$ cat config.mk
export PLATFORM = sky130hd
export DESIGN_NAME = bingo_display
export DESIGN_NICKNAME = d
export VERILOG_FILES = /design/src/rtl/bingo_disp_pkg.sv /design/src/rtl/bin2bcd_seq.sv /design/src/rtl/bingo_display.sv
export SDC_FILE = /design/constraint.sdc
export NUM_CORES = 1
export LEC_CHECK = 0
export CAP_MARGIN = 20
export CORE_MARGIN = 4
export CORE_UTILIZATION = 28
export DETAILED_ROUTE_END_ITERATION = 16
export PLACE_DENSITY = 0.46
export SLEW_MARGIN = 20
export SYNTH_ARGS = -nofsm -noshare
export SYNTH_HDL_FRONTEND = slang
export SYNTH_SLANG_ARGS = --single-unit
export TNS_END_PERCENT = 5
$ cat constraint.sdc
create_clock -name clk -period 4.7 [get_ports clk]
set_input_delay 0.94 -clock clk [delete_from_list [all_inputs] [get_ports clk]]
set_output_delay 0.94 -clock clk [all_outputs]
set_load 0.05 [all_outputs]
$ cat src/rtl/bingo_disp_pkg.sv
// Shared types and constants for the bingo display path: FSM encoding and 7-segment glyphs.
// Pure declarations, no latency or flow control of its own.
package bingo_disp_pkg;

    typedef enum logic [1:0] {
        ST_IDLE    = 2'd0,
        ST_CONVERT = 2'd1,
        ST_COMMIT  = 2'd2
    } disp_state_t;

    // Segment order {g,f,e,d,c,b,a}, active-low.
    localparam logic [6:0] SEG_OFF = 7'h7F;
    localparam logic [2:0] AN_OFF  = 3'b111;

    localparam logic [6:0] SEG_0 = 7'b1000000;
    localparam logic [6:0] SEG_1 = 7'b1111001;
    localparam logic [6:0] SEG_2 = 7'b0100100;
    localparam logic [6:0] SEG_3 = 7'b0110000;
    localparam logic [6:0] SEG_4 = 7'b0011001;
    localparam logic [6:0] SEG_5 = 7'b0010010;
    localparam logic [6:0] SEG_6 = 7'b0000010;
    localparam logic [6:0] SEG_7 = 7'b1111000;
    localparam logic [6:0] SEG_8 = 7'b0000000;
    localparam logic [6:0] SEG_9 = 7'b0010000;

    function automatic logic [6:0] seg_decode(input logic [3:0] digit);
        logic [6:0] pattern;
        case (digit)
            4'd0:    pattern = SEG_0;
            4'd1:    pattern = SEG_1;
            4'd2:    pattern = SEG_2;
            4'd3:    pattern = SEG_3;
            4'd4:    pattern = SEG_4;
            4'd5:    pattern = SEG_5;
            4'd6:    pattern = SEG_6;
            4'd7:    pattern = SEG_7;
            4'd8:    pattern = SEG_8;
            4'd9:    pattern = SEG_9;
            default: pattern = SEG_OFF;
        endcase
        return pattern;
    endfunction

endpackage

$ cat src/rtl/bin2bcd_seq.sv
// Sequential 8-bit double-dabble: start captures din, then one add-3/shift iteration per cycle.
// done flags the 8th iteration; bcd is final the cycle after. start is only honoured when idle.
module bin2bcd_seq
    import bingo_disp_pkg::*;
(
    input  logic        clk,
    input  logic        rstn,
    input  logic        start,
    input  logic [7:0]  din,
    output logic        busy,
    output logic        done,
    output logic [11:0] bcd
);

    logic [7:0]  bin;
    logic [11:0] acc;
    logic [11:0] adj;
    logic [19:0] shifted;
    logic [2:0]  iter;
    logic        running;

    always_comb begin
        adj = acc;
        for (int i = 0; i < 3; i++) begin
            if (acc[4*i +: 4] >= 4'd5) begin
                adj[4*i +: 4] = acc[4*i +: 4] + 4'd3;
            end
        end
    end

    assign shifted = {adj, bin} << 1;

    always_ff @(posedge clk or negedge rstn) begin
        if (!rstn) begin
            bin     <= 8'd0;
            acc     <= 12'd0;
            iter    <= 3'd0;
            running <= 1'b0;
        end else if (start && !running) begin
            bin     <= din;
            acc     <= 12'd0;
            iter    <= 3'd0;
            running <= 1'b1;
        end else if (running) begin
            acc  <= shifted[19:8];
            bin  <= shifted[7:0];
            iter <= iter + 3'd1;
            if (iter == 3'd7) begin
                running <= 1'b0;
            end
        end
    end

    assign busy = running;
    assign done = running && (iter == 3'd7);
    assign bcd  = acc;

endmodule

$ cat src/rtl/bingo_display.sv
// Bingo number display: 9-cycle load-to-commit, one-deep last-wins pending slot, muxed 3-digit 7-seg.
// No backpressure on load; optional highlight blink built only with BINGO_DISP_BLINK_EN.
module bingo_display
    import bingo_disp_pkg::*;
#(
    parameter int SCAN_DIV  = 1000,
    parameter int BLINK_DIV = 64
) (
    input  logic       clk,
    input  logic       rstn,
    input  logic [7:0] number_in,
    input  logic       load,
    input  logic       enable,
    input  logic       highlight,
    output logic [6:0] seg,
    output logic [2:0] an,
    output logic       busy,
    output logic       done
);

    localparam int SCAN_W = (SCAN_DIV > 1) ? $clog2(SCAN_DIV) : 1;

    disp_state_t state;
    logic        pend_vld;
    logic [7:0]  pend_val;
    logic [3:0]  disp_h;
    logic [3:0]  disp_t;
    logic [3:0]  disp_u;

    logic        conv_start;
    logic [7:0]  conv_din;
    logic        conv_busy;
    logic        conv_done;
    logic [11:0] conv_bcd;

    bin2bcd_seq u_conv (
        .clk   (clk),
        .rstn  (rstn),
        .start (conv_start),
        .din   (conv_din),
        .busy  (conv_busy),
        .done  (conv_done),
        .bcd   (conv_bcd)
    );

    // A fresh load in IDLE beats a stale pending value; COMMIT chains straight into the pending one.
    always_comb begin
        conv_start = 1'b0;
        conv_din   = number_in;
        case (state)
            ST_IDLE: begin
                if (load) begin
                    conv_start = 1'b1;
                    conv_din   = number_in;
                end else if (pend_vld) begin
                    conv_start = 1'b1;
                    conv_din   = pend_val;
                end
            end
            ST_COMMIT: begin
                if (pend_vld) begin
                    conv_start = 1'b1;
                    conv_din   = pend_val;
                end
            end
            default: ;
        endcase
    end

    always_ff @(posedge clk or negedge rstn) begin
        if (!rstn) begin
            state    <= ST_IDLE;
            pend_vld <= 1'b0;
            pend_val <= 8'd0;
            disp_h   <= 4'd0;
            disp_t   <= 4'd0;
            disp_u   <= 4'd0;
            busy     <= 1'b0;
            done     <= 1'b0;
        end else begin
            done <= 1'b0;
            case (state)
                ST_IDLE: begin
                    busy <= conv_start;
                    if (conv_start) begin
                        state    <= ST_CONVERT;
                        pend_vld <= 1'b0;
                    end
                end
                ST_CONVERT: begin
                    busy <= 1'b1;
                    if (load) begin
                        pend_val <= number_in;
                        pend_vld <= 1'b1;
                    end
                    if (conv_done) begin
                        state <= ST_COMMIT;
                    end
                end
                ST_COMMIT: begin
                    disp_h <= conv_bcd[11:8];
                    disp_t <= conv_bcd[7:4];
                    disp_u <= conv_bcd[3:0];
                    done   <= 1'b1;
                    busy   <= pend_vld;
                    state  <= pend_vld ? ST_CONVERT : ST_IDLE;
                    if (load) begin
                        pend_val <= number_in;
                        pend_vld <= 1'b1;
                    end else if (pend_vld) begin
                        pend_vld <= 1'b0;
                    end
                end
                default: begin
                    state <= ST_IDLE;
                    busy  <= 1'b0;
                end
            endcase
        end
    end

    logic [SCAN_W-1:0] presc;
    logic [1:0]        dig_idx;
    logic              scan_wrap;

    assign scan_wrap = (presc == SCAN_W'(SCAN_DIV - 1));

    always_ff @(posedge clk or negedge rstn) begin
        if (!rstn) begin
            presc   <= '0;
            dig_idx <= 2'd0;
        end else begin
            if (scan_wrap) begin
                presc   <= '0;
                dig_idx <= (dig_idx == 2'd2) ? 2'd0 : dig_idx + 2'd1;
            end else begin
                presc <= presc + SCAN_W'(1);
            end
        end
    end

    logic blink_blank;

`ifdef BINGO_DISP_BLINK_EN
    localparam int BLINK_W = (BLINK_DIV > 1) ? $clog2(BLINK_DIV) : 1;

    logic [BLINK_W-1:0] blink_cnt;
    logic               blink_ph;

    // Counter and phase restart whenever highlight drops so each blink starts visible.
    always_ff @(posedge clk or negedge rstn) begin
        if (!rstn) begin
            blink_cnt <= '0;
            blink_ph  <= 1'b0;
        end else if (!highlight) begin
            blink_cnt <= '0;
            blink_ph  <= 1'b0;
        end else if (scan_wrap) begin
            if (blink_cnt == BLINK_W'(BLINK_DIV - 1)) begin
                blink_cnt <= '0;
                blink_ph  <= ~blink_ph;
            end else begin
                blink_cnt <= blink_cnt + BLINK_W'(1);
            end
        end
    end

    assign blink_blank = highlight && blink_ph;
`else
    logic unused_highlight;
    assign unused_highlight = highlight;
    assign blink_blank      = 1'b0;
`endif

    logic [3:0] cur_nib;
    logic       cur_show;
    logic       drive;
    logic [6:0] seg_nxt;
    logic [2:0] an_nxt;

    // Leading-zero blanking: units always lit, tens only once the value reaches 10.
    always_comb begin
        cur_nib  = disp_u;
        cur_show = 1'b0;
        case (dig_idx)
            2'd0: begin
                cur_nib  = disp_u;
                cur_show = 1'b1;
            end
            2'd1: begin
                cur_nib  = disp_t;
                cur_show = (disp_h != 4'd0) || (disp_t != 4'd0);
            end
            2'd2: begin
                cur_nib  = disp_h;
                cur_show = (disp_h != 4'd0);
            end
            default: ;
        endcase
        drive   = cur_show && enable && !blink_blank;
        an_nxt  = drive ? ~(3'b001 << dig_idx) : AN_OFF;
        seg_nxt = drive ? seg_decode(cur_nib) : SEG_OFF;
    end

    always_ff @(posedge clk or negedge rstn) begin
        if (!rstn) begin
            seg <= SEG_OFF;
            an  <= AN_OFF;
        end else begin
            seg <= seg_nxt;
            an  <= an_nxt;
        end
    end

endmodule
Yosys cells after proc, flatten, opt, wreduce, memory -nomap -nowiden
Memories as Yosys holds them, arrays and structs flattened.
Cells that the tools add are included.
Cells by class
  $add $sub $neg: 6
  order comparisons: 3
  eq/ne operators: 9
  shifts and indexed selects: 1
  muxes and demuxes: 34
  bitwise logic cells: 1
  reductions and logical operators: 15
Operators with widths (count)
  8-bit two-way mux: 4
  12-bit two-way mux: 2
  8-bit case mux with 2 select lines: 1
  4-bit by 3-bit >= comparator with 1-bit output (second input constant): 3
  3-bit two-way mux: 4
  10-bit by 1-bit adder with 10-bit output (second input constant): 1
  10-bit equality test (second input constant): 1
  1-bit two-way mux: 10
  10-bit two-way mux: 1
  1-bit case mux with 3 select lines: 3
  4-bit by 2-bit adder with 4-bit output (second input constant): 2
  4-bit two-way mux: 2
  4-bit case mux with 2 select lines: 1
  4-bit nonzero test: 2
  7-bit two-way mux: 1
  2-bit two-way mux: 3
  2-bit case mux with 3 select lines: 1
  2-bit by 1-bit equality test with 1-bit output (second input constant): 2
  2-bit equality test (second input constant): 2
  2-bit zero test: 2
  2-bit != test (second input constant): 2
  2-bit AND reduction: 2
  3-bit by 1-bit adder with 3-bit output (second input constant): 1
  3-bit by 2-bit adder with 3-bit output (second input constant): 1
  13 further kinds: 15
Word-level totals
  register bits: 71
  ROM bits: 112
  output and inout port bits: 12
  word-level logic and storage cells: 86
  memories kept: 1
Memory list
  (name not given): words 16, width 7, read ports 1, clocked after Yosys merged registers in 0, write ports 0, RTL line bingo_disp_pkg.sv:28  | case (digit)

Longest topological paths before layout
Gate-level depths: netlist of the first run.
  depth in word-level cells: 5
  mapped depth: 9

By module
A second synthesis of the first run with hierarchy kept.
Second synthesis, totals
  cells, all modules: 337
  area total of the unflattened synthesis: 3666.0 um^2
Modules (own cells, without submodules)
  bingo_display: times used 1, cells each 217, area an instance 2419.8 um^2, seq. area each 1188.6 um^2
  bin2bcd_seq: times used 1, cells each 120, area an instance 1246.2 um^2, seq. area each 600.6 um^2

Worst setup path after synthesis of the first run
No wires, ideal clock.
  path kind: reg-to-reg
  start point: register dig_idx[0]
  end point: register seg[0]
  setup time: 105 ps
  data arrival time: 1867 ps
  data required time: 4595 ps
  path slack: 2729 ps
  stages on the path, launching flop included: 10
  path through: dfrtp_1 > inv_1 > ha_1 > buf_2 > nor2_1 > a21oi_1 > inv_1 > ha_1 > o21ai_0 > nand4_1
Between the ends
  cells in the longest elaborated chain, start to end: 4
Ends and longest elaborated chain
  from (decl): RTL line bingo_display.sv:123  | logic [1:0] dig_idx;
  from (signal assigned): RTL line bingo_display.sv:135  | dig_idx <= (dig_idx == 2'd2) ? 2'd0 : dig_idx + 2'd1;
  2-bit equality test, or another cell as far along: RTL line bingo_display.sv:185  | case (dig_idx)
  4-bit case mux with 2 select lines / 1-bit case mux with 3 select lines (equally long branches): RTL line bingo_display.sv:185
  memory 16 x 7 bit / 1-bit logical AND (equally long branches)
  7-bit two-way mux (*): RTL line bingo_display.sv:202  | seg_nxt = drive ? seg_decode(cur_nib) : SEG_OFF;
  net seg_nxt[0]: RTL line bingo_display.sv:178  | logic [6:0] seg_nxt;
  to (signal assigned): RTL line bingo_display.sv:210  | seg <= seg_nxt;
  to (decl): RTL line bingo_display.sv:15  | output logic [6:0] seg,
Mark *: on every way through the listed nets, which the timed path passes. The rest lies on a longest branch.
A chain may end at the register's enable or synchronous reset.

Final worst setup path of the first run
  start point: input load
  end point: register u_conv.bin[3]
Between the ends
  cells in the longest elaborated chain, start to end: 4
Ends and longest elaborated chain
  from (decl): RTL line bingo_display.sv:12  | input logic load,
  1-bit two-way mux: RTL line bingo_display.sv:52  | if (load) begin
  1-bit case mux with 2 select lines: RTL line bingo_display.sv:50  | case (state)
  1-bit logical AND: RTL line bin2bcd_seq.sv:39  | end else if (start && !running) begin
  8-bit two-way mux / 2-bit nonzero test (equally long branches)
  to (signal assigned): RTL line bin2bcd_seq.sv:40  | bin <= din;
  to (signal assigned): RTL line bin2bcd_seq.sv:46  | bin <= shifted[7:0];
  to (decl): RTL line bin2bcd_seq.sv:15  | logic [7:0] bin;
Parallel ways exist; a longest one is shown, timed or not.

==> results of run 1 <==
through the flow:
step                      instance area, sq um  hold WS (ns)  power [mW]
after global routing                      4290         0.504        2.93
after CTS                                 4290         0.463        2.74
after global placement                    4020         0.448        2.09
final                                     4290         0.460        2.71
after floorplan                           3620         0.433        1.84
after detailed placement                  4020         0.456        2.12
per-layer routing:
metal  vias to the layer above  global-route usage (%)  routed length (microns)
li1                       1244                       -                        -
met1                      1213                    13.6                     3400
met2                        37                    16.2                     3220
met3                         7                    3.95                      287
met4                         0                    2.94                       73
met5                         -                       0                        0
worst reg2reg max path: stages (launching register included):
cell and delay [ns]:
dfrtp_1 0.41, inv_1 0.10, ha_1 0.66, nand2_1 0.23, nand2_1 0.51, o22ai_1 0.15, o31ai_1 0.21
where the power goes:
group / switching, mW / total, mW / internal [mW]
clock: 0.243 / 0.614 / 0.370
sequential: 0.159 / 1.01 / 0.851
combinational: 0.607 / 1.08 / 0.477
total: 1.01 / 2.71 / 1.70
area by class of cell:
type	count	area, sq um
well taps	172	215
fillers	1334	8330
flip-flops and latches	71	1790
clock buffers	14	254
repair buffers	25	243
multi-input cells	235	1720
clock inverters	2	10.0
inverters	16	60.1
state kept, by name, summed over array words and instances, names as in the netlist:
| signal | flops |
|---|---|
| u_conv.iter | 3 |
| dig_idx | 2 |
| u_conv.bcd | 12 |
| u_conv.busy | 1 |
| pend_vld | 1 |
| disp_t | 4 |
| pend_val | 8 |
| an | 3 |
| disp_h | 4 |
| busy | 1 |
| disp_u | 4 |
| state | 2 |
| u_conv.bin | 8 |
| seg | 7 |
| done | 1 |
| presc | 10 |
worst min-delay path by stage:
stage / end / slack (ns) / cells after the start
2_1_floorplan: presc[0] / 0.43 / 1
3_3_place_gp: presc[0] / 0.45 / 1
3_5_place_dp: presc[0] / 0.46 / 1
4_1_cts: presc[0] / 0.46 / 1
5_1_grt: u_conv.iter[0] / 0.50 / 1
6_report: presc[0] / 0.46 / 1
logic make-up (layout without fill, tap and decap cells):
logic type,Yosys count,in the layout
simple gates,94,94
compound gates,72,72
flops,71,71
mux,35,35
buf+inv,28,57
fa+ha+maj,21,21
xor+xnor,13,13
layout by cell type, fill, tap and decap left out, types with 5 or more instances in the layout:
cell type / n
dfstp_2: 10
nand2b_1: 5
ha_1: 21
o22ai_1: 7
a22oi_1: 5
inv_1: 16
o31ai_1: 8
nand2_1: 38
nor2_1: 20
a221oi_1: 6
mux2i_1: 10
o21ai_0: 14
nor3_1: 6
nand3_1: 5
dfrtp_1: 61
clkdlybuf4s50_1: 22
xnor2_1: 9
mux2_2: 23
clkbuf_16: 9
a21oi_1: 15
==> summary.md, run 1 <==
| Metric | Value |
|---|---|
| Post-Synth XOR/XNOR Area | `3.15%` |
| Setup slack, reg-to-reg | `2.34 ns` |
| Final period util | `63.6%` |
| Main combinational cell family by area after synthesis | `compound AO/OA/AOI/OAI gates` |
| CTS tree | `built` |
| # resized after CTS | `0` |
| Die width | `122 microns` |
| Ranking of synthesized cells by area | `dfrtp_1, dfstp_2, ha_1` |
| Mapped Area | `3620 sq um` |
| Ant diodes | `0` |
| Max cap viols | `0` |
| Final ANT Viol Nets | `0` |
| Hold Buf Count CTS | `0` |
| # Post-CTS Setup Buffers | `0` |
| Dpl cells | `519` |
| EDFF count, synth | `0` |
| # IOs | `25` |
| Hold Crit Class | `reg -> reg` |
| Worst setup path startpoint | `load` |
| Synth Area in Compound Gates | `13.2%` |
| Worst path arrival time | `3.19 ns` |
| H-tree depth | `3` |
| Setup CP Type | `in -> reg` |
| All-Layer GR Usage | `10.4%` |
| Primary FF master, synth | `dfrtp_1` |
| Initial antenna violation count | `0` |
| Initial core utilization | `28.7%` |
| Worst setup path end | `u_conv.bin[3]` |
| Clk Latency, worst-skew pair | `0.33 ns` |
| Area growth syn-to-layout | `18.6%` |
| Worst reg2reg path endpoint | `u_conv.bin[3]` |
| Leak | `1.83 nW` |
| Initial drt markers | `100` |
| Critical Path End Type | `register` |
| Worst path bufs/invs | `1` |
| Core area | `12600 sq um` |
| Final Max Tran Viols | `0` |
| Synth top cells by count | `dfrtp_1, nand2_1, mux2_2` |
| Yosys warnings | `0` |
| Critical Path Start Type | `input port` |
| Min Tclk post-route | `2.99 ns` |
| Full die area | `14800 sq um` |
| RR Startpoint | `state[0]` |
| Number of global-route vias before repair | `2526` |
| Register bit total from synthesis | `71` |
| Hold_sp | `presc[0]` |
| Drt pass-1 iters | `4` |
| Post-synthesis mux area share | `10.8%` |
| Max Root-Sink Buffers | `2` |
| Final Core Density | `34.0%` |
| Simple-Gate Fraction of Synth Area | `13.1%` |
| Setup Total Neg Slack | `0 ns` |
| Die H | `122 microns` |
| Via density | `4.67` |
| Cell row count | `41` |
| Post-Route WL | `6980 microns` |
| Final Non-Filler Cells | `535` |
| Detailed Place HPWL | `4730 microns` |
| Syn Area/Cell | `10.8 sq um` |
| Nets@finish | `392` |
| Sink Count | `71` |
| Crit path cell chain | `clkdlybuf4s50_1, o21ai_1, nand2_1, o22ai_1, o31ai_1` |
| Worst EP required | `4.90 ns` |
| Max Clock Freq | `335 MHz` |
| Largest net degree at the start of global routing | `48` |
| CP Depth | `5` |
| Register area share after synthesis | `49.5%` |
| Clock tree root driver cell | `clkbuf_16` |
| Status | `complete, no violations` |
| Adder-cell share of the synthesized area | `7.26%` |
| Hold Vio Cnt, Final | `0` |
| Cell variety after synth | `46` |
| RSZ-0062 raised after global routing | `no` |
| Inserted Clock Buffers | `9` |
| Clock slew at reported path FFs | `0.06 ns` |
| Setup Viol. Count Final | `0` |
| Placement Setup Slack | `1.42 ns` |
| First-pass GRT wire length | `12300 microns` |
| Vias | `2501` |
| Layout Skew | `0.00952 ns` |
| Routability cong. | `0.708` |
| Maximum vdd ir drop | `0.000199 V` |
| CP top delay family | `compound AO/OA/AOI/OAI gates` |
| Fraction of registers with async set/reset | `100%` |
| Max FO, Critical Path | `15` |
| PortBufs | `23` |
| Final worst slack | `1.71 ns` |
| Worst path slowest cell | `clkdlybuf4s50_1` |
| Cell accounting for the most synthesized area | `dfrtp_1` |
| Drt wl/cell | `13.1 microns` |
| Share of layout cells above drive strength 1 | `15.4%` |
| Worst slew margin | `48.9%` |
| Post-route DRC | `0` |
| Slew @ Worst Pin | `0.766 ns` |
| CP max stage delay | `0.70 ns` |
| Most common cell in the netlist | `dfrtp_1` |
| Post-synth net total | `368` |
| Worst reg-to-reg path cell count | `6` |
| Post-Synthesis Cells | `334` |
| Yosys top cell area share | `42.2%` |
| Total global routing overflow | `0` |
| Pwr Density | `631 nW/um^2` |
Power figures use the tool's default switching activity.
==> run 2: changes to the inputs <==
--- a/config.mk
+++ b/config.mk
@@ -9,7 +9,7 @@
 export CORE_MARGIN = 4
 export CORE_UTILIZATION = 28
 export DETAILED_ROUTE_END_ITERATION = 16
-export PLACE_DENSITY = 0.46
+export PLACE_DENSITY = 0.47
 export SLEW_MARGIN = 20
 export SYNTH_ARGS = -nofsm -noshare
 export SYNTH_HDL_FRONTEND = slang
==> constraint.sdc (replaced) <==
create_clock -name clk -period 2.65 [get_ports clk]
set_input_delay 0.53 -clock clk [delete_from_list [all_inputs] [get_ports clk]]
set_output_delay 0.53 -clock clk [all_outputs]
set_load 0.05 [all_outputs]
==> run 2 against run 1 <==
  * Die area is the same
  * Worst setup slack worse by 1.2 ns
  * Critical path depth shrank 4
  * Cell count grew 1.3%
  * Global-route usage about the same
  * Final area up 1.9%
  * Combinational power increased by 80%
  * Sequential share of layout area is 0.79 points lower
  * Routed wire length increased by 0.44%
  * First-iteration DRC count grew 24%
  * Clock skew down 0.0033 ns
  * Largest power group unchanged
  * Highest routed layer unchanged
==> summary.md, run 2 (synthesis gave the netlist of run 1 again) <==
| Metric | Value |
|---|---|
| Status | `complete, no violations (unchanged)` |
| Share of layout cells above drive strength 1 | `17.3% (was 15.4%)` |
| Final Max Tran Viols | `0 (unchanged)` |
| Nets@finish | `399 (was 392)` |
| Cell row count | `41 (unchanged)` |
| H-tree depth | `3 (unchanged)` |
| Dpl cells | `526 (was 519)` |
| RSZ-0062 raised after global routing | `no (unchanged)` |
| Die width | `122 microns (unchanged)` |
| Final period util | `81.4%` |
| Post-route DRC | `0 (unchanged)` |
| Leak | `1.88 nW (was 1.83 nW)` |
| Worst path arrival time | `1.63 ns (was 3.19 ns)` |
| Core area | `12600 sq um (unchanged)` |
| Multi-input gate area | `1720 sq um (unchanged)` |
| Inserted Clock Buffers | `9 (unchanged)` |
| All-Layer GR Usage | `10.4% (about the same)` |
| Sink Count | `71 (unchanged)` |
| Max FFs per register | `12 (unchanged)` |
| Setup Total Neg Slack | `0 ns (unchanged)` |
| Clock slew at reported path FFs | `0.05 ns (was 0.06 ns)` |
| Routability cong. | `0.685 (was 0.708)` |
| CTS tree | `built (unchanged)` |
| First-pass GRT wire length | `12300 microns (about the same)` |
| Max Root-Sink Buffers | `2 (unchanged)` |
| Layout Skew | `0.00627 ns (was 0.00952 ns)` |
| Ant diodes | `0 (unchanged)` |
| Commonest non-fill, non-tap cells in the layout | `dfrtp_1, nand2_1, mux2_2 (unchanged)` |
| Vias | `2542 (was 2501)` |
| Max cap viols | `0 (unchanged)` |
| Worst EP required | `2.12 ns (was 4.90 ns)` |
| Via density | `4.69 (was 4.67)` |
| Total global routing overflow | `0 (unchanged)` |
| Pwr Density | `1120 nW/um^2 (was 631 nW/um^2)` |
| Final Non-Filler Cells | `542 (was 535)` |
| Number of global-route vias before repair | `2558 (was 2526)` |
| Slew @ Worst Pin | `0.676 ns (was 0.766 ns)` |
| Register area | `1790 sq um (unchanged)` |
| Maximum vdd ir drop | `0.000363 V (was 0.000199 V)` |
| Hold Crit Class | `in -> async (was reg -> reg)` |
| CP top delay family | `buffers and inverters (was compound AO/OA/AOI/OAI gates)` |
| Largest net degree at the start of global routing | `31 (was 48)` |
| # resized after CTS | `0 (unchanged)` |
| Clk Latency, worst-skew pair | `0.33 ns (about the same)` |
| Max FO, Critical Path | `1 (was 15)` |
| Detailed Place HPWL | `4840 microns (was 4730 microns)` |
| Fill cells | `1326 (was 1334)` |
| Worst slew margin | `54.9% (was 48.9%)` |
| Critical Path Start Type | `register (was input port)` |
| Initial antenna violation count | `0 (unchanged)` |
| Hold Buf Count CTS | `0 (unchanged)` |
| Drt wl/cell | `12.9 microns (was 13.1 microns)` |
| Max Clock Freq | `464 MHz` |
| Die H | `122 microns (unchanged)` |
| Initial drt markers | `124 (was 100)` |
| # IOs | `25 (unchanged)` |
| Setup CP Type | `reg -> out (was in -> reg)` |
| # Post-CTS Setup Buffers | `0 (unchanged)` |
| CP max stage delay | `0.79 ns (was 0.70 ns)` |
| Area growth syn-to-layout | `20.9% (was 18.6%)` |
| Crit path cell chain | `clkdlybuf4s50_1 (was clkdlybuf4s50_1, o21ai_1, nand2_1, o22ai_1, o31ai_1)` |
| Worst path bufs/invs | `1 (unchanged)` |
| Initial core utilization | `28.7% (unchanged)` |
| Final ANT Viol Nets | `0 (unchanged)` |
| Hold Vio Cnt, Final | `0 (unchanged)` |
| Critical Path End Type | `primary output (was register)` |
| Clock tree root driver cell | `clkbuf_16 (unchanged)` |
| Full die area | `14800 sq um (unchanged)` |
| PortBufs | `23 (unchanged)` |
| Min Tclk post-route | `2.16 ns` |
| Drt pass-1 iters | `4 (unchanged)` |
| Setup Viol. Count Final | `0 (unchanged)` |
| Worst path slowest cell | `clkdlybuf4s50_1 (unchanged)` |
| Leading cell type in the layout, fill and taps excluded | `dfrtp_1 (unchanged)` |
| Post-Route WL | `7010 microns (was 6980 microns)` |
[run 2: cell types whose count changed in the layout (fill, tap and decap cells not counted), sizes merged]
cell | previous run | this run
buf | 3 | 10
bufinv | 0 | 1
clkbuf | 14 | 11
clkinv | 2 | 3
clkinvlp | 0 | 1
[run 2: final timing paths]
path                       startpoint       end  slack, ns  depth (start not counted)
min reg2reg                  presc[0]  presc[0]       0.46                          1
min in group clk             presc[0]  presc[0]       0.46                          1
min                              rstn  presc[4]       0.24                          1
max in group asynchronous        rstn    seg[0]       1.69                          2
max reg2reg                dig_idx[0]    seg[3]       0.59                          9
max                            seg[5]    seg[5]       0.49                          1
[run 2: where the power goes]
group	internal [mW]	switching, mW	leakage (nW)
clock network	0.722	0.435	0.137
logic	0.877	1.06	0.867
registers	1.51	0.302	0.874
[run 2: area by class of cell]
cell class,count,area share (%)
multi-input combinational,235,39.3
sequential,71,40.9
clock buffer,11,5.32
inverter,16,1.37
timing repair buffer,32,6.98
tap,172,4.92
clock inverter,5,1.17
[run 2: through the flow]
stage	setup slack [ns]	utilization (%)	cell area, sq um	hold WS (ns)	power, mW
after floorplan	0.679	-	3620	0.234	3.27
after global placement	0.578	32.4	4090	0.447	3.75
after detailed placement	0.586	32.4	4090	0.450	3.80
after CTS	0.465	34.6	4370	0.255	4.99
after global routing	0.378	34.6	4370	0.295	5.32
final	0.494	34.6	4370	0.236	4.90
[run 2: metal layers]
layer  up-vias  wire, microns  GRT usage, %
met4         0             73          3.36
li1       1252              -             -
met5         -              0             0
met3         9            307          3.67
met1      1241           3360          13.0
met2        40           3280          16.8
[run 2: worst register-to-register path, stage by stage, from the launching register on]
cell and delay [ns]:
dfrtp_1 0.43, inv_1 0.09, ha_1 0.45, nor2_1 0.09, a21oi_1 0.12, buf_4 0.16
inv_1 0.06, ha_1 0.28, o21ai_0 0.16, nand4_1 0.13
